[src/rtl/uart8_pkg.sv]
// rtl/uart8_pkg.sv - shared types and constants for the Uart8 echo responder
package uart8_pkg;

    localparam int BYTE_W = 8;

    typedef enum logic [1:0] {
        IDLE  = 2'd0,
        START = 2'd1,
        SEND  = 2'd2
    } resp_state_t;

    function automatic int count_w(input int depth);
        return $clog2(depth) + 1;
    endfunction

endpackage

[src/rtl/uart8_echo_responder_if.sv]
// rtl/uart8_echo_responder_if.sv - handshake bundle between the responder and its Uart8
interface uart8_echo_responder_if;
    import uart8_pkg::*;

    logic              uartEn;
    logic              rxDone;
    logic              rxErr;
    logic [BYTE_W-1:0] rxByte;
    logic              txBusy;
    logic              txDone;
    logic              txStart;
    logic [BYTE_W-1:0] txByte;

    modport master (
        output uartEn, txStart, txByte,
        input  rxDone, rxErr, rxByte, txBusy, txDone
    );

    modport slave (
        input  uartEn, txStart, txByte,
        output rxDone, rxErr, rxByte, txBusy, txDone
    );

endinterface

[src/rtl/uart8_sync_fifo.sv]
// rtl/uart8_sync_fifo.sv - single-clock FIFO with push-to-head for retried entries
module uart8_sync_fifo
    import uart8_pkg::*;
#(
    parameter int DEPTH = 8,
    parameter int WIDTH = 8,
    localparam int AW = $clog2(DEPTH),
    localparam int CW = count_w(DEPTH)
) (
    input  logic             clk,
    input  logic             rstN,
    input  logic             flush,
    input  logic             push,
    input  logic [WIDTH-1:0] push_data,
    input  logic             pop,
    input  logic             unpop,
    input  logic [WIDTH-1:0] unpop_data,
    output logic [WIDTH-1:0] head,
    output logic [CW-1:0]    count,
    output logic             full,
    output logic             empty
);

    logic [WIDTH-1:0] mem [DEPTH];
    logic [AW-1:0]    rd_ptr;
    logic [AW-1:0]    wr_ptr;
    logic [AW-1:0]    rd_prev;

    // Caller guarantees pop and unpop are exclusive and that space exists.
    assign rd_prev = rd_ptr - 1'b1;
    assign head    = mem[rd_ptr];
    assign full    = (count == CW'(DEPTH));
    assign empty   = (count == '0);

    always_ff @(posedge clk) begin
        if (!rstN || flush) begin
            rd_ptr <= '0;
            wr_ptr <= '0;
            count  <= '0;
        end else begin
            if (push) begin
                wr_ptr <= wr_ptr + 1'b1;
            end
            if (unpop) begin
                rd_ptr <= rd_prev;
            end else if (pop) begin
                rd_ptr <= rd_ptr + 1'b1;
            end
            count <= count + CW'(push) + CW'(unpop) - CW'(pop);
        end
    end

    always_ff @(posedge clk) begin
        if (push) begin
            mem[wr_ptr] <= push_data;
        end
        if (unpop) begin
            mem[rd_prev] <= unpop_data;
        end
    end

endmodule

[src/rtl/uart8_echo_responder.sv]
// rtl/uart8_echo_responder.sv - queues every received Uart8 byte and transmits it back in order
module uart8_echo_responder
    import uart8_pkg::*;
#(
    parameter int DEPTH         = 8,
    parameter bit DROP_ON_ERR   = 1'b1,
    parameter int START_TIMEOUT = 4095
) (
    input  logic                      clk,
    input  logic                      rstN,
    input  logic                      enable,
    uart8_echo_responder_if.master    uart,
    output logic [count_w(DEPTH)-1:0] fifoCount,
    output logic                      overflow,
    input  logic                      clrOverflow,
    output logic [7:0]                errCount
);

    localparam int CW = count_w(DEPTH);
    localparam int TW = $clog2(START_TIMEOUT + 1);

    resp_state_t       state;
    resp_state_t       state_next;
    logic              rx_q;
    logic              tx_q;
    logic              rx_evt;
    logic              tx_evt;
    logic              rx_ok;
    logic              want_push;
    logic              push_acc;
    logic              pop;
    logic              unpop;
    logic              unpop_acc;
    logic              drop;
    logic [TW-1:0]     timer;
    logic [BYTE_W-1:0] head;
    logic              full;
    logic              empty;
    logic [CW:0]       used_after;

    assign rx_evt    = uart.rxDone & ~rx_q;
    assign tx_evt    = uart.txDone & ~tx_q;
    assign rx_ok     = rx_evt & uart.uartEn & enable;
    assign want_push = rx_ok & (~uart.rxErr | ~DROP_ON_ERR);

    // A retried byte owns the head slot ahead of any same-cycle arrival.
    assign unpop_acc  = unpop & ~full;
    assign used_after = {1'b0, fifoCount} + (CW+1)'(unpop_acc) - (CW+1)'(pop);
    assign push_acc   = want_push & (used_after < (CW+1)'(DEPTH));
    assign drop       = enable & ((want_push & ~push_acc) | (unpop & ~unpop_acc));

    assign uart.txStart = (state == START);

    always_comb begin
        state_next = state;
        pop        = 1'b0;
        unpop      = 1'b0;
        case (state)
            IDLE: begin
                if (uart.uartEn && !empty && !uart.txBusy) begin
                    state_next = START;
                    pop        = 1'b1;
                end
            end
            START: begin
                if (uart.txBusy) begin
                    state_next = SEND;
                end else if (timer == TW'(START_TIMEOUT - 1)) begin
                    state_next = IDLE;
                    unpop      = 1'b1;
                end
            end
            SEND: begin
                if (tx_evt) begin
                    state_next = IDLE;
                end
            end
            default: state_next = IDLE;
        endcase
    end

    always_ff @(posedge clk) begin
        if (!rstN) begin
            state       <= IDLE;
            rx_q        <= 1'b0;
            tx_q        <= 1'b0;
            timer       <= '0;
            uart.uartEn <= 1'b0;
            uart.txByte <= '0;
            overflow    <= 1'b0;
            errCount    <= '0;
        end else begin
            rx_q        <= uart.rxDone;
            tx_q        <= uart.txDone;
            uart.uartEn <= enable;
            if (!enable) begin
                state <= IDLE;
                timer <= '0;
            end else begin
                state <= state_next;
                timer <= (state == START && state_next == START) ? timer + 1'b1 : '0;
                if (pop) begin
                    uart.txByte <= head;
                end
            end
            if (clrOverflow) begin
                overflow <= 1'b0;
            end else if (drop) begin
                overflow <= 1'b1;
            end
            if (rx_ok && uart.rxErr && errCount != 8'hFF) begin
                errCount <= errCount + 1'b1;
            end
        end
    end

    uart8_sync_fifo #(
        .DEPTH (DEPTH),
        .WIDTH (BYTE_W)
    ) u_fifo (
        .clk        (clk),
        .rstN       (rstN),
        .flush      (~enable),
        .push       (push_acc),
        .push_data  (uart.rxByte),
        .pop        (pop),
        .unpop      (unpop_acc),
        .unpop_data (uart.txByte),
        .head       (head),
        .count      (fifoCount),
        .full       (full),
        .empty      (empty)
    );

endmodule

[src/flat_wrapper.sv]
// flat-port wrapper written by rule: the top's interface ports become plain ports
module uart8_echo_responder_flat import uart8_pkg::*;
#(
    parameter int DEPTH         = 8,
    parameter bit DROP_ON_ERR   = 1'b1,
    parameter int START_TIMEOUT = 4095
)
  (clk, rstN, enable, fifoCount, overflow, clrOverflow, errCount, uart_uartEn, uart_txStart, uart_txByte, uart_rxDone, uart_rxErr, uart_rxByte, uart_txBusy, uart_txDone);
  uart8_echo_responder_if uart_i ();
  input  logic clk;
  input  logic rstN;
  input  logic enable;
  output logic [count_w(DEPTH)-1:0] fifoCount;
  output logic overflow;
  input  logic clrOverflow;
  output logic [7:0] errCount;
  output wire logic [$bits(uart_i.uartEn)-1:0] uart_uartEn;
  output wire logic [$bits(uart_i.txStart)-1:0] uart_txStart;
  output wire logic [$bits(uart_i.txByte)-1:0] uart_txByte;
  input wire logic [$bits(uart_i.rxDone)-1:0] uart_rxDone;
  input wire logic [$bits(uart_i.rxErr)-1:0] uart_rxErr;
  input wire logic [$bits(uart_i.rxByte)-1:0] uart_rxByte;
  input wire logic [$bits(uart_i.txBusy)-1:0] uart_txBusy;
  input wire logic [$bits(uart_i.txDone)-1:0] uart_txDone;
  assign uart_uartEn = uart_i.uartEn;
  assign uart_txStart = uart_i.txStart;
  assign uart_txByte = uart_i.txByte;
  assign uart_i.rxDone = uart_rxDone;
  assign uart_i.rxErr = uart_rxErr;
  assign uart_i.rxByte = uart_rxByte;
  assign uart_i.txBusy = uart_txBusy;
  assign uart_i.txDone = uart_txDone;
  uart8_echo_responder #(.DEPTH(DEPTH), .DROP_ON_ERR(DROP_ON_ERR), .START_TIMEOUT(START_TIMEOUT)) u_core (.clk(clk), .rstN(rstN), .enable(enable), .uart(uart_i), .fifoCount(fifoCount), .overflow(overflow), .clrOverflow(clrOverflow), .errCount(errCount));
endmodule
[config.mk]
export PLATFORM = sky130hd
export DESIGN_NAME = uart8_echo_responder_flat
export DESIGN_NICKNAME = d
export VERILOG_FILES = /design/src/rtl/uart8_pkg.sv /design/src/rtl/uart8_echo_responder_if.sv /design/src/rtl/uart8_sync_fifo.sv /design/src/rtl/uart8_echo_responder.sv /design/src/flat_wrapper.sv
export SDC_FILE = /design/constraint.sdc
export NUM_CORES = 1
export LEC_CHECK = 0
export BUFFER_PORTS_ARGS = -buffer_cell sky130_fd_sc_hd__buf_4
export CAP_MARGIN = 30
export CELL_PAD_IN_SITES_DETAIL_PLACEMENT = 1
export CELL_PAD_IN_SITES_GLOBAL_PLACEMENT = 1
export CORE_MARGIN = 2
export CORE_UTILIZATION = 50
export CTS_BUF_LIST = sky130_fd_sc_hd__clkbuf_16
export DETAILED_ROUTE_END_ITERATION = 12
export PLACE_DENSITY = 0.85
export SETUP_SLACK_MARGIN = 0.05
export SYNTH_ARGS = -nofsm -noshare
export SYNTH_HDL_FRONTEND = slang
export SYNTH_HIERARCHICAL = 1
export SYNTH_SLANG_ARGS = --single-unit
[constraint.sdc]
create_clock -name clk -period 5.6 [get_ports clk]
set_input_delay 0.56 -clock clk [delete_from_list [all_inputs] [get_ports clk]]
set_output_delay 0.56 -clock clk [all_outputs]
set_load 0.02 [all_outputs]
Word level (Yosys, flattened, before mapping) --
Memories as Yosys holds them, arrays and structs flattened. A register that Yosys moved wholly into a read port is not among the register bits. Index checks and enable logic that the tools add are counted.
Word-level totals: bits in registers 36, RAM bits 64, output and inout port bits 23, logic and storage cells 80, memories kept 1
Cells by class: add/sub/neg operators 10, $lt $le $gt $ge 1, equal/unequal tests 6, muxes and demuxes 16, bitwise logic cells 19, reductions and logical operators 17
Memories:
- u_core.u_fifo.mem | words 8, width 8, rd ports 1, clocked after memory_dff 1, write ports 2, line uart8_sync_fifo.sv:24 | logic [WIDTH-1:0] mem [DEPTH];
Operators by type and width (count):
- adder 12 x 1 -> 12 bit (second input constant) | 1
- equality test 12 bit (second input constant) | 1
- AND 1 bit | 10
- two-way mux 1 bit | 9
- adder 4 x 1 -> 4 bit | 2
- adder 8 x 1 -> 8 bit (second input constant) | 1
- two-way mux 2 bit | 4
- inequality test 8 bit (second input constant) | 1
- NOT 1 bit | 8
- adder 3 x 1 -> 3 bit (second input constant) | 2
- two-way mux 3 bit | 2
- case mux 2 bit (3 select lines) | 1
- adder 4 x 1 -> 5 bit | 1
- logical AND 1 bit | 5
- less-than comparator 5 x 4 -> 1 bit (second input constant) | 1
- subtractor 5 x 1 -> 5 bit | 1
- equality test 2 x 1 -> 1 bit (second input constant) | 2
- equality test 4 bit (second input constant) | 1
- logical NOT 1 bit | 4
- logical NOT 4 bit | 1
- AND reduction 2 bit | 2
- subtractor 4 x 1 -> 4 bit | 1
- AND reduction 3 bit | 1
- subtractor 3 x 1 -> 3 bit (second input constant) | 1
- other kinds (6) | 6

Logic depth before layout (Yosys ltp) --
Gate-level depths: netlist (run 1).
depth in word-level cells 13, depth in mapped cells 21, gate-level depth less buffers 21

By module --
Netlist (run 1), hierarchy kept.
Modules (own cells, without submodules):
- uart8_sync_fifo | instances 1, cells each 252, area an instance 3963.8 um^2, seq. area each 2182.1 um^2
- uart8_echo_responder | instances 1, cells each 175, area an instance 1612.8 um^2, seq. area each 680.7 um^2

Least setup slack after synthesis (run 1) --
No wires, ideal clock.
path type register -> register, from register u_core.u_fifo.count[2], to register u_core.u_fifo.count[3], setup time 0.074 ns, data arrival time 4.144 ns, required time 5.526 ns, slack 1.382 ns, stages on the path, launching flop included 21, cell sequence dfxtp_1 > inv_1 > ha_1 > nor3b_1 > nor4_1 > nand2_1 > inv_1 > ha_1 > inv_1 > ha_1 > nand4b_1 > a211o_1 > o31a_1 > nor3_1 > inv_1 > ha_1 > inv_1 > fa_1 > a21o_1 > a2111o_1 > o21ai_0
On the way: longest elaborated chain between the ends 12, elaborated cells between the ends (all ways) 16, those cells by class add/sub (5); order compare (1); eq/ne (1); mux (2); bitwise (3); reduce/logical (4)
Ends and longest elaborated chain:
- start, declared | line uart8_sync_fifo.sv:19 | output logic [CW-1:0] count,
- start signal, assigned | line uart8_sync_fifo.sv:49 | count <= count + CW'(push) + CW'(unpop) - CW'(pop);
- logical NOT 4 bit | line uart8_sync_fifo.sv:33 | assign empty = (count == '0);
- via u_core.empty | line uart8_echo_responder.sv:38 | logic empty;
- logical NOT 1 bit | line uart8_echo_responder.sv:60 | if (uart.uartEn && !empty && !uart.txBusy) begin
- logical AND 1 bit (2 in series) | line uart8_echo_responder.sv:60
- two-way mux 1 bit | line uart8_echo_responder.sv:60
- two-way mux 1 bit | line uart8_echo_responder.sv:58 | case (state)
- via u_core.pop | line uart8_echo_responder.sv:31 | logic pop;
- subtractor 5 x 1 -> 5 bit | line uart8_echo_responder.sv:48 | assign used_after = {1'b0, fifoCount} + (CW+1)'(unpop_acc) - (CW+1)'(pop);
- less-than comparator 5 x 4 -> 1 bit | line uart8_echo_responder.sv:49 | assign push_acc = want_push & (used_after < (CW+1)'(DEPTH));
- AND 1 bit | line uart8_echo_responder.sv:49
- via u_core.push_acc | line uart8_echo_responder.sv:30 | logic push_acc;
- adder 4 x 1 -> 4 bit (2 in series) | line uart8_sync_fifo.sv:49
- subtractor 4 x 1 -> 4 bit | line uart8_sync_fifo.sv:49
The timed path passes the listed nets, and every way through them passes these cells. A chain may end at the register's enable or synchronous reset.

Worst setup path after layout (run 1) --
from register u_core.u_fifo.count[3], to register u_core.u_fifo.count[3]
The elaborated chain is that of the path after synthesis.

==> reports/results.ini, run 1 <==
[placement]
place_congestion=0.766
dp_cells=604
place.detailed.hpwl_microns=9480
post-place-ws_ps=1030
numPortBuffers=38

[synthesis]
asyncSetResetFlopFracSynth_pct=0
postSynthRegisterBits=111
ys.warnings.count=6
postSynthCellCount=427
synth_area_in_adders_pct=4.08
top_area_cell_type_share_of_the_netlist_area_pct=34.5
synth_top_family_by_area=multiplexers
synth.area.mux_share_pct=23.0
synth_edf_count=64
synth.avg_cell_area_sq_um=13.1
synthTopCellsByArea=sky130_fd_sc_hd__edfxtp_1 34%, sky130_fd_sc_hd__dfxtp_1 17%, sky130_fd_sc_hd__mux2_2 14%
syn_area_sq_um=5580
synth_common_cells=71 x sky130_fd_sc_hd__mux2_2, 64 x sky130_fd_sc_hd__edfxtp_1, 47 x sky130_fd_sc_hd__dfxtp_1
synth_compound_area_share_pct=4.26
post_synth_and_or_nand_nor_area_fraction_pct=11.7
yosysMostFrequentCell=sky130_fd_sc_hd__mux2_2
ys.flop_type=sky130_fd_sc_hd__edfxtp_1
top_cell_type_by_total_area_after_synthesis=sky130_fd_sc_hd__edfxtp_1
number_of_nets_in_the_synthesized_netlist=460
synth_seq_area_share_pct=51.3
yosys.cell_types.count=63
xor_xnor_cell_area_share_of_the_yosys_netlist_pct=3.25

[sta]
clock.fmax_mhz=217
finalCritPeriodShare_pct=82.2
finClkSkew_ps=7.82
timing.max_slew.rel_slack_pct=33.7
maxSlewViolCount=0
timing_hold_violations_final=0
tns_ps=0
grt_setup_unrepaired=no
report.final.setup_viol=0
final_critical_path_setup_slack_ps=999
timing.final.crit_period_ps=4600
worst_slew_pin_slew_ps=992

[hold_path]
hold_path_cells=2
min_to=u_core/overflow$_SDFFE_PP0P_
timing.hold.worst.start=clrOverflow
hold_path_class=in -> reg

[die]
area_of_the_core_sq_um=10800
die_w_microns=110
row_count=38
io_pins=39
fp.dieArea_sq_um=12000
start_util_pct=51.4
die-height_microns=110

[drt]
route.antenna.remaining_nets=0
average_routed_wire_per_standard_cell_microns=22.7
drt_iter0_drc=294
detailed_routing_iteration_count_for_the_pre_antenna_repair_pass=4
totalWireLength_microns=14100
routed-via-count=3725
viasPerCell=6.01
drt_drc_violations_left=0

[clocking]
numCtsBuffers=9
cts.repair.resized=0
ctsHoldBuffers=0
cts_tree=yes
clock_tree.htree_level_count=3
clkTransAtPathRegs_ps=70
insertion_delay_ps=350
post_cts.repair.setup_buffers=0
numClockSinks=111
cts-root-to-sink-buffers=2
clock-root-buffer=sky130_fd_sc_hd__clkbuf_16

[power]
cellPowerDensity_nw_per_um2=252
intPower_uw=1290
leakage_uw=0.00224
net-switching-power_uw=318
vdd_ir_drop_max_uv=223
power.switching_fraction_pct=19.8
p_seq_share_pct=53.9
share_clk_of_total_power_pct=42.6
comb_power_share_pct=3.5

[global_route]
antenna_found_initial=0
globalRoute.totalOverflow=0
grt_start_max_net_pins=18
grt_usage_pct=24.6
grt_pass1_wl_microns=21600
first_global_vias=3836

[worst_setup_path]
cp-start-kind=flop
worst_r2r_path_depth=20
worst-path-max-fanout=6
critPathRequiredTime_ps=5880
timing_worst_setup_path_type=reg -> reg
worstPathArrival_ps=4880
worstSetupEndpointType=flop
crit-reg2reg-capture=u_core/u_fifo/count[3]$_SDFF_PP0_
r2r-start=u_core/u_fifo/count[3]$_SDFF_PP0_
r2r_setup_slack_ps=1000

[finish]
finalNonFillerCells=620
layout.nets=508
final_layout_size_suffix_gt1_share_pct=34.4
antenna_cells=0
synthToLayoutAreaGrowth_pct=14.2

[job]
drv_cap=0

[status]
outcome=finished clean

[worst max path at each step]
stage	start	to	slack [ps]	cells after the start
after CTS	u_core/u_fifo/count[3]$_SDFF_PP0_	u_core/u_fifo/count[3]$_SDFF_PP0_	980	20
after detailed placement	u_core/u_fifo/count[3]$_SDFF_PP0_	u_core/u_fifo/count[3]$_SDFF_PP0_	1030	20
after floorplan	u_core/u_fifo/count[2]$_SDFF_PP0_	u_core/u_fifo/count[3]$_SDFF_PP0_	1380	20
final	u_core/u_fifo/count[3]$_SDFF_PP0_	u_core/u_fifo/count[3]$_SDFF_PP0_	1000	20
after global placement	u_core/u_fifo/count[3]$_SDFF_PP0_	u_core/u_fifo/count[3]$_SDFF_PP0_	1260	20
after global routing	u_core/u_fifo/count[2]$_SDFF_PP0_	u_core/u_fifo/count[3]$_SDFF_PP0_	600	20
[metrics by stage]
stage          utilization (%)  cell area (sq um)  hold slack [ps]  total power [uW]
6_report                  58.7               6370              374              1600
5_1_grt                   58.7               6370              377              1650
4_1_cts                   58.7               6370              367              1610
3_5_place_dp              55.8               6050              476               937
3_3_place_gp              55.8               6050              462               934
2_1_floorplan                -               5580              441               912
[critical path, cell delays in order, from the launching register on]
cell and delay [ps]:
sky130_fd_sc_hd__dfxtp_1 450, sky130_fd_sc_hd__inv_1 80, sky130_fd_sc_hd__ha_1 190, sky130_fd_sc_hd__nor3b_1 150, sky130_fd_sc_hd__nor4_1 350, sky130_fd_sc_hd__nand2_1 130
sky130_fd_sc_hd__inv_1 180, sky130_fd_sc_hd__ha_1 170, sky130_fd_sc_hd__inv_1 40, sky130_fd_sc_hd__ha_1 270, sky130_fd_sc_hd__nand4b_1 120, sky130_fd_sc_hd__a211o_1 300
sky130_fd_sc_hd__o31a_1 120, sky130_fd_sc_hd__nor3_1 430, sky130_fd_sc_hd__inv_1 150, sky130_fd_sc_hd__ha_1 310, sky130_fd_sc_hd__inv_1 40, sky130_fd_sc_hd__fa_1 370
sky130_fd_sc_hd__a21o_1 200, sky130_fd_sc_hd__a2111o_1 400, sky130_fd_sc_hd__o21ai_0 70
[kinds of logic (layout without fill, tap and decap cells)]
logic type,count (synthesis),in the layout
AO/OA/AOI/OAI,32,32
XOR/XNOR,19,19
adder cells (fa/ha/maj),17,17
buffers and inverters,31,84
flip-flops,111,111
multiplexers,99,99
AND/OR/NAND/NOR,118,118
[sequential cells by signal, summed over array words and instances (netlist names), 2 cells and up, named ones only]
name and count:
u_core/timer 12, u_core/u_fifo/mem 64, u_core/state 2, u_core/u_fifo/count 4, u_core/uart.txByte 8, u_core/u_fifo/wr_ptr 3
u_core/u_fifo/rd_ptr 3, u_core/errCount 8
[power groups by stage]
stage / sequential (uW) / clock, uW / combinational (uW)
finish: 864 / 684 / 56.4
global route: 864 / 725 / 60.5
CTS: 864 / 695 / 56.2
detailed placement: 882 / 0 / 54.9
global placement: 882 / 0 / 51.3
floorplan: 883 / 0 / 29.1
[routing by layer]
metal / part of all wire, % / track usage, % / wire, microns
met3: 5.7 / 5.45 / 802
met2: 51 / 41.0 / 7160
met5: 0 / 0 / 0
met1: 42 / 32.1 / 5890
met4: 1.4 / 7.14 / 197
[cells in the final DEF (no fill, tap or decap), types with 5 or more instances in the layout]
cell type | Yosys | layout
sky130_fd_sc_hd__mux2_2 | 71 | 71
sky130_fd_sc_hd__edfxtp_1 | 64 | 64
sky130_fd_sc_hd__dfxtp_1 | 47 | 47
sky130_fd_sc_hd__buf_4 | 2 | 46
sky130_fd_sc_hd__nor2_1 | 38 | 38
sky130_fd_sc_hd__inv_1 | 22 | 24
sky130_fd_sc_hd__nand2_1 | 22 | 22
sky130_fd_sc_hd__mux4_2 | 16 | 16
sky130_fd_sc_hd__ha_1 | 15 | 15
sky130_fd_sc_hd__clkbuf_16 | 0 | 11
sky130_fd_sc_hd__mux2i_1 | 11 | 11
sky130_fd_sc_hd__xor2_1 | 9 | 9
sky130_fd_sc_hd__nand3_1 | 8 | 8
sky130_fd_sc_hd__xnor2_1 | 8 | 8
sky130_fd_sc_hd__a21oi_1 | 7 | 7
sky130_fd_sc_hd__nand2b_1 | 6 | 6
sky130_fd_sc_hd__nor3b_1 | 5 | 5
[layout make-up]
class / count / area [sq um]
inverter: 22 / 82.6
fill: 1096 / 4470
timing repair buffer: 46 / 345
multi-input combinational: 285 / 2580
tap: 140 / 175
clock inverter: 5 / 45.0
sequential: 111 / 2860
clock buffer: 11 / 275
Power figures use the tool's default switching activity.
==> run 2: changes to the inputs <==
==> constraint.sdc (replaced) <==
create_clock -name clk -period 4.5 [get_ports clk]
set_input_delay 0.45 -clock clk [delete_from_list [all_inputs] [get_ports clk]]
set_output_delay 0.45 -clock clk [all_outputs]
set_load 0.02 [all_outputs]
==> reports/results.ini, run 2 (synthesized netlist as in run 1, its figures left out) <==
[die]
start_util_pct=51.4  ; unchanged
die-height_microns=110  ; unchanged
io_pins=39  ; unchanged
area_of_the_core_sq_um=10800  ; unchanged
die_w_microns=110  ; unchanged
fp.dieArea_sq_um=12000  ; unchanged
row_count=38  ; unchanged

[worst_setup_path]
worstSetupStartpoint=u_core/u_fifo/count[2]$_SDFF_PP0_
crit_path_max_incr_delay_ps=400  ; -50 ps
worstPathArrival_ps=4420  ; -460 ps
r2r-start=u_core/u_fifo/count[2]$_SDFF_PP0_
timing_worst_setup_path_type=reg -> reg
critical_path_cell_count=20  ; unchanged
critical_path.slowest_cell=sky130_fd_sc_hd__a2111o_1
critPathRequiredTime_ps=4780  ; -1100 ps
dominant_delay_contributor_by_cell_family_on_the_critical_path=adder cells
worstSetupEndpointType=flop
cp-start-kind=flop
worst-path-max-fanout=5  ; -1
path_cells=inv_1 -> ha_1 -> nor3b_1 -> nor4_2 -> nand2_1 -> inv_2 -> ha_1 -> inv_1 -> ha_1 -> nand4b_1 -> a211o_1 -> o31a_1 -> nor3_2 -> inv_1 -> ha_1 -> inv_1 -> fa_1 -> a21o_1 -> a2111o_1 -> o21ai_0
worst_r2r_path_depth=20  ; unchanged
critPathBufInv=5  ; unchanged

[global_route]
globalRoute.totalOverflow=0  ; unchanged
gr-max-usage-layer=met2
use_met2_pct=43.7  ; +2.7 points
antenna_found_initial=0  ; unchanged
use_met3_pct=5.75  ; +0.30 points
first_global_vias=3918  ; +2.1%
met1_usage_pct=31.8  ; -0.29 points
grt_pass1_wl_microns=22200  ; +3.0%
grt_usage_pct=25.5  ; +0.98 points
grt_start_max_net_pins=18  ; unchanged

[clocking]
clkTransAtPathRegs_ps=70  ; about the same
cts_tree=yes
ctsHoldBuffers=0  ; unchanged
cts-root-to-sink-buffers=2  ; unchanged
clock_tree.htree_level_count=3  ; unchanged
clock-root-buffer=sky130_fd_sc_hd__clkbuf_16
numClockSinks=111  ; unchanged
numCtsBuffers=9  ; unchanged
insertion_delay_ps=360  ; about the same

[drt]
drt_drc_violations_left=0  ; unchanged
routed-via-count=3707  ; -0.48%
totalWireLength_microns=14100  ; about the same
average_routed_wire_per_standard_cell_microns=22.5  ; -0.63%
route.antenna.remaining_nets=0  ; unchanged
viasPerCell=5.94  ; -1.1%
drt_iter0_drc=188  ; -36%
detailed_routing_iteration_count_for_the_pre_antenna_repair_pass=4  ; unchanged

[sta]
timing.final.crit_period_ps=4140  ; -463 ps
finClkSkew_ps=6.68  ; -1.14 ps
maxSlewViolCount=0  ; unchanged
report.final.setup_viol=0  ; unchanged
final_critical_path_setup_slack_ps=362  ; -637 ps
worst_slew_pin_slew_ps=943  ; -49.0 ps
timing_hold_violations_final=0  ; unchanged
clock.fmax_mhz=242  ; +11%
finalCritPeriodShare_pct=92.0  ; +9.8 points
tns_ps=0  ; unchanged
timing.max_slew.rel_slack_pct=37.0  ; +3.3 points

[finish]
post-route-cell-area_sq_um=6400  ; +0.55%
synthToLayoutAreaGrowth_pct=14.8
antenna_cells=0  ; unchanged
multi_input_combinational_cell_area_sq_um=2590  ; +0.44%
reg_top3=u_core/u_fifo/mem: 64 flops, u_core/timer: 12 flops
layout.cells.most_common_list=71 x sky130_fd_sc_hd__mux2_2, 64 x sky130_fd_sc_hd__edfxtp_1, 50 x sky130_fd_sc_hd__buf_4
layout.nets=512  ; +0.79%
largest_register_ff_count=64  ; unchanged
largest_reg_by_ff_count=u_core/u_fifo/mem
final_layout_size_suffix_gt1_share_pct=36.2  ; +1.8 points
register_area_sq_um=2860  ; about the same
leading_cell_type_in_the_layout_fill_and_taps_excluded=sky130_fd_sc_hd__mux2_2
num-fill-cells=1106  ; +0.91%

[power]
cellPowerDensity_nw_per_um2=313  ; +24%
leakage_uw=0.00225  ; +0.49%
vdd_ir_drop_max_uv=227  ; +2.0%
fin_total_pwr_uw=2000  ; +25%

[hold_path]
timing.hold.worst.start=clrOverflow
hold_path_cells=2  ; unchanged
hold_path_class=in -> reg

[job]
drv_cap=0  ; unchanged

[status]
outcome=finished clean

[placement]
post-place-ws_ps=214  ; -819 ps
detailed_place.area_sq_um=6070  ; +0.37%
numPortBuffers=38  ; unchanged
place_congestion=0.806  ; +5.1%
place.detailed.hpwl_microns=9520  ; +0.46%

-- run 2: path summary, 6_finish.rpt --
path | slack (ps) | to
worst max register to register | 360 | u_core/u_fifo/count[3]$_SDFF_PP0_
worst max-delay path | 360 | u_core/u_fifo/count[3]$_SDFF_PP0_
worst min register to register | 500 | u_core/errCount[7]$_SDFFE_PN0P_
worst min-delay path | 250 | u_core/overflow$_SDFFE_PP0P_
-- run 2: metal layers --
| layer | wire length (microns) | share of wire, % | up-vias |
|---|---|---|---|
| li1 | - | - | 1692 |
| met1 | 5950 | 42 | 1912 |
| met2 | 7190 | 51 | 80 |
| met3 | 593 | 4.2 | 23 |
| met4 | 328 | 2.3 | 0 |
| met5 | 0 | 0 | - |
-- run 2: worst reg2reg max path, delay by kind of cell (launching register included) --
family,cells,cell delay [ps]
compound gates,5,1130
fa+ha+maj,5,1280
buf+inv,5,390
flops,1,380
simple gates,5,880
-- run 2: final cells by class --
class	count	area share [%]
repair buffers	50	5.86
flip-flops and latches	111	44.7
well taps	140	2.74
clock buffers	9	3.52
multi-input cells	285	40.5
inverters	22	1.29
clock inverters	7	1.37
-- run 2: power breakdown --
| part | total [uW] | switching, uW | internal, uW |
|---|---|---|---|
| Sequential | 1070 | 2.04 | 1070 |
| Clock | 858 | 374 | 484 |
| Combinational | 69.7 | 34.1 | 35.6 |
| Total | 2000 | 410 | 1590 |
-- run 2: stage by stage --
step	hold slack, ps	std cells	util, %
floorplan	441	427	-
global placement	464	607	56.0
detailed placement	491	607	56.0
CTS	246	623	58.9
global route	244	624	59.0
finish	254	624	59.0
-- run 2: what timing repair did --
action	CTS	global route
endpoints found under the setup margin	0	3
resized for setup	0	4
setup buffers	0	1
==> run 3: changes to the inputs <==
--- a/config.mk
+++ b/config.mk
@@ -6,10 +6,10 @@
 export NUM_CORES = 1
 export LEC_CHECK = 0
 export BUFFER_PORTS_ARGS = -buffer_cell sky130_fd_sc_hd__buf_4
-export CAP_MARGIN = 30
+export CAP_MARGIN = 25
 export CELL_PAD_IN_SITES_DETAIL_PLACEMENT = 1
 export CELL_PAD_IN_SITES_GLOBAL_PLACEMENT = 1
-export CORE_MARGIN = 2
+export CORE_MARGIN = 4
 export CORE_UTILIZATION = 50
 export CTS_BUF_LIST = sky130_fd_sc_hd__clkbuf_16
 export DETAILED_ROUTE_END_ITERATION = 12
@@ -17,5 +17,4 @@
 export SETUP_SLACK_MARGIN = 0.05
 export SYNTH_ARGS = -nofsm -noshare
 export SYNTH_HDL_FRONTEND = slang
-export SYNTH_HIERARCHICAL = 1
 export SYNTH_SLANG_ARGS = --single-unit
==> reports/results.ini, run 3 <==
[status]
outcome=finished clean

[drt]
detailed_routing_iteration_count_for_the_pre_antenna_repair_pass=4  ; unchanged
met1_wire_length_microns=5570  ; -6.4%
drt_iter0_drc=248  ; +32%
routed-via-count=3678  ; -0.78%
average_routed_wire_per_standard_cell_microns=21.8  ; -3.0%
totalWireLength_microns=13500  ; -3.9%
detailroute.wirelength.met2_microns=7030  ; -2.1%
drt_drc_violations_left=0  ; unchanged
met3RoutedLength_microns=655  ; +10%
maxUsedRoutingLayer=met4
route.antenna.remaining_nets=0  ; unchanged
viasPerCell=5.95  ; +0.18%

[finish]
finalNonFillerCells=618  ; -0.96%
layout.cells.most_common_list=64 x sky130_fd_sc_hd__mux2_2, 64 x sky130_fd_sc_hd__edfxtp_1, 48 x sky130_fd_sc_hd__buf_4
reg_top3=u_core.u_fifo.mem: 64 flops, u_core.timer: 12 flops
layout.core_utilization_pct=58.0  ; -1.0 points
synthToLayoutAreaGrowth_pct=13.9
largest_reg_by_ff_count=u_core.u_fifo.mem
largest_register_ff_count=64  ; unchanged
layout.nets=502  ; -2.0%
final_layout_size_suffix_gt1_share_pct=34.7  ; -1.4 points
antenna_cells=0  ; unchanged

[worst_setup_path]
r2r_setup_slack_ps=660  ; +300 ps
worstSetupEndpointType=flop
worst-path-max-fanout=5  ; unchanged
cp-start-kind=flop
timing_worst_setup_path_type=reg -> reg
critPathRequiredTime_ps=4720  ; -60 ps
worstSetupStartpoint=u_core.state[0]$_SDFF_PN0_
r2r-start=u_core.state[0]$_SDFF_PN0_
worst_r2r_path_depth=13  ; -35%
setup.worst_path.end=u_core.u_fifo.count[2]$_SDFF_PN0_
worstPathArrival_ps=4060  ; -360 ps
crit-reg2reg-capture=u_core.u_fifo.count[2]$_SDFF_PN0_

[synthesis]
top_cell_type_by_total_area_after_synthesis=sky130_fd_sc_hd__edfxtp_1
yosys.cell_types.count=57  ; -9.5%
synth_common_cells=64 x sky130_fd_sc_hd__edfxtp_1, 64 x sky130_fd_sc_hd__mux2_2, 44 x sky130_fd_sc_hd__dfxtp_1
number_of_nets_in_the_synthesized_netlist=456  ; -0.87%
syn_area_sq_um=5520  ; -0.99%
top_area_cell_type_share_of_the_netlist_area_pct=34.8  ; +0.34 points
synth_edf_count=64  ; unchanged
synth_seq_area_share_pct=50.8  ; -0.58 points
asyncSetResetFlopFracSynth_pct=0  ; unchanged
postSynthCellCount=427  ; unchanged
synthTopCellsByArea=sky130_fd_sc_hd__edfxtp_1 35%, sky130_fd_sc_hd__dfxtp_1 16%, sky130_fd_sc_hd__mux2_2 13%
postSynthRegisterBits=108  ; -2.7%
ys.warnings.count=0  ; -6
ys.flop_type=sky130_fd_sc_hd__edfxtp_1
synth.avg_cell_area_sq_um=12.9  ; -0.99%

[placement]
place.detailed.hpwl_microns=9490  ; -0.36%
place_congestion=0.820  ; +1.8%
dp_cells=602  ; -0.82%
numPortBuffers=38  ; unchanged

[die]
die_w_microns=113  ; +3.2%
fp.dieArea_sq_um=12800  ; +6.4%
io_pins=39  ; unchanged
start_util_pct=50.9  ; -0.51 points
die-height_microns=113  ; +3.2%
area_of_the_core_sq_um=10800  ; unchanged
row_count=38  ; unchanged

[sta]
report.final.setup_viol=0  ; unchanged
timing.max_slew.rel_slack_pct=39.9  ; +2.8 points
clock.fmax_mhz=261  ; +7.9%
worst_slack_on_hold_paths_ps=308  ; +54.1 ps
timing_hold_violations_final=0  ; unchanged
maxSlewViolCount=0  ; unchanged
worst_slew_pin_slew_ps=897  ; -46.2 ps
timing.final.crit_period_ps=3840  ; -302 ps
tns_ps=0  ; unchanged
grt_setup_unrepaired=no
finClkSkew_ps=8.31  ; +1.63 ps
finalCritPeriodShare_pct=85.2  ; -6.7 points

[global_route]
antenna_found_initial=0  ; unchanged
grt_start_max_net_pins=27  ; +9
grt_usage_pct=22.5  ; -3.0 points
first_global_vias=3987  ; +1.8%
globalRoute.totalOverflow=0  ; unchanged
grt_pass1_wl_microns=22000  ; -1.1%

[clocking]
clock_tree.htree_level_count=3  ; unchanged
cts.repair.resized=0  ; unchanged
insertion_delay_ps=350  ; about the same
clkTransAtPathRegs_ps=70  ; about the same
numClockSinks=108  ; -2.7%
ctsHoldBuffers=0  ; unchanged
clock-root-buffer=sky130_fd_sc_hd__clkbuf_16
numCtsBuffers=9  ; unchanged
cts-root-to-sink-buffers=2  ; unchanged
post_cts.repair.setup_buffers=0  ; unchanged
cts_tree=yes

[hold_path]
hold_path_class=in -> reg

[power]
cellPowerDensity_nw_per_um2=294  ; -6.0%
vdd_ir_drop_max_uv=232  ; +1.9%
leakage_uw=0.00226  ; +0.76%
fin_total_pwr_uw=1850  ; -7.7%

[job]
drv_cap=0  ; unchanged

==> run 3: changes by cell type after synthesis, moves of 4 or more <==
cell / change
sky130_fd_sc_hd__clkbuf_1: +8
sky130_fd_sc_hd__and2_1: +8
sky130_fd_sc_hd__nand4_1: +6
sky130_fd_sc_hd__xnor2_1: +6
sky130_fd_sc_hd__inv_1: -6
sky130_fd_sc_hd__o211a_1: +9
sky130_fd_sc_hd__nand3b_1: -4
sky130_fd_sc_hd__ha_1: -4
sky130_fd_sc_hd__nor3b_1: -5
sky130_fd_sc_hd__nor2_1: -6
sky130_fd_sc_hd__mux2_2: -7
==> run 3: power by group <==
| part | leakage, uW | internal, uW | switching [uW] |
|---|---|---|---|
| Sequential | 0.000930 | 1050 | 1.48 |
| Combinational | 0.00120 | 34.4 | 28.7 |
| Clock | 0.000134 | 374 | 365 |
==> run 3: layer usage <==
metal / GRT usage (%) / vias up
met2: 39.2 / 70
li1: - / 1707
met3: 5.35 / 21
met4: 6.57 / 0
met5: 0 / -
met1: 27.8 / 1880
==> run 3: through the flow <==
| step | setup slack (ps) | instance area, sq um |
|---|---|---|
| after detailed placement | 611 | 6020 |
| after global routing | 477 | 6290 |
| after global placement | 671 | 6020 |
| after floorplan | 732 | 5520 |
| after CTS | 666 | 6290 |
| final | 664 | 6290 |
==> run 3: how the worst min path moves through the flow <==
stage,start,end,slack [ps],cells past startpoint
final,clrOverflow,u_core.overflow$_SDFFE_PP0P_,310,2
after global routing,uart_txDone,u_core.tx_q$_SDFF_PN0_,300,2
after CTS,clrOverflow,u_core.overflow$_SDFFE_PP0P_,300,2
after detailed placement,u_core.timer[0]$_SDFF_PN0_,u_core.timer[0]$_SDFF_PN0_,480,1
after global placement,u_core.timer[0]$_SDFF_PN0_,u_core.timer[0]$_SDFF_PN0_,460,1
after floorplan,u_core.timer[0]$_SDFF_PN0_,u_core.timer[0]$_SDFF_PN0_,440,1
==> run 3: cell type report <==
type | count | area (sq um)
Sequential cell | 108 | 2800
Tap cell | 140 | 175
Clock inverter | 7 | 45.0
Inverter | 17 | 63.8
Timing Repair Buffer | 48 | 360
Clock buffer | 9 | 225
Multi-Input combinational cell | 289 | 2620
Fill cell | 1088 | 4550
==> run 3: worst max-delay path, stage by stage (launching register included) <==
cell and delay (ps):
sky130_fd_sc_hd__dfxtp_1 340, sky130_fd_sc_hd__or4b_4 580, sky130_fd_sc_hd__nor3_4 250, sky130_fd_sc_hd__inv_1 120, sky130_fd_sc_hd__ha_1 320, sky130_fd_sc_hd__and2_1 180
sky130_fd_sc_hd__o2111a_1 240, sky130_fd_sc_hd__mux2_4 350, sky130_fd_sc_hd__nand2_2 100, sky130_fd_sc_hd__inv_1 90, sky130_fd_sc_hd__fa_1 480, sky130_fd_sc_hd__fa_1 400
sky130_fd_sc_hd__xnor2_1 170, sky130_fd_sc_hd__nor2_1 60
==> run 3: cell families (layout without fill, tap and decap cells) <==
group	count (synthesis)	count (layout)	share of synthesized area (%)
DFF	108	108	50.8
xor gates and xnor gates	22	22	3.49
AOI/OAI and AO/OA	46	46	6.80
and+or+nand+nor	116	116	11.8
muxes	92	92	21.8
adders and majority gates	13	13	3.22
buffers and inverters	30	81	2.08
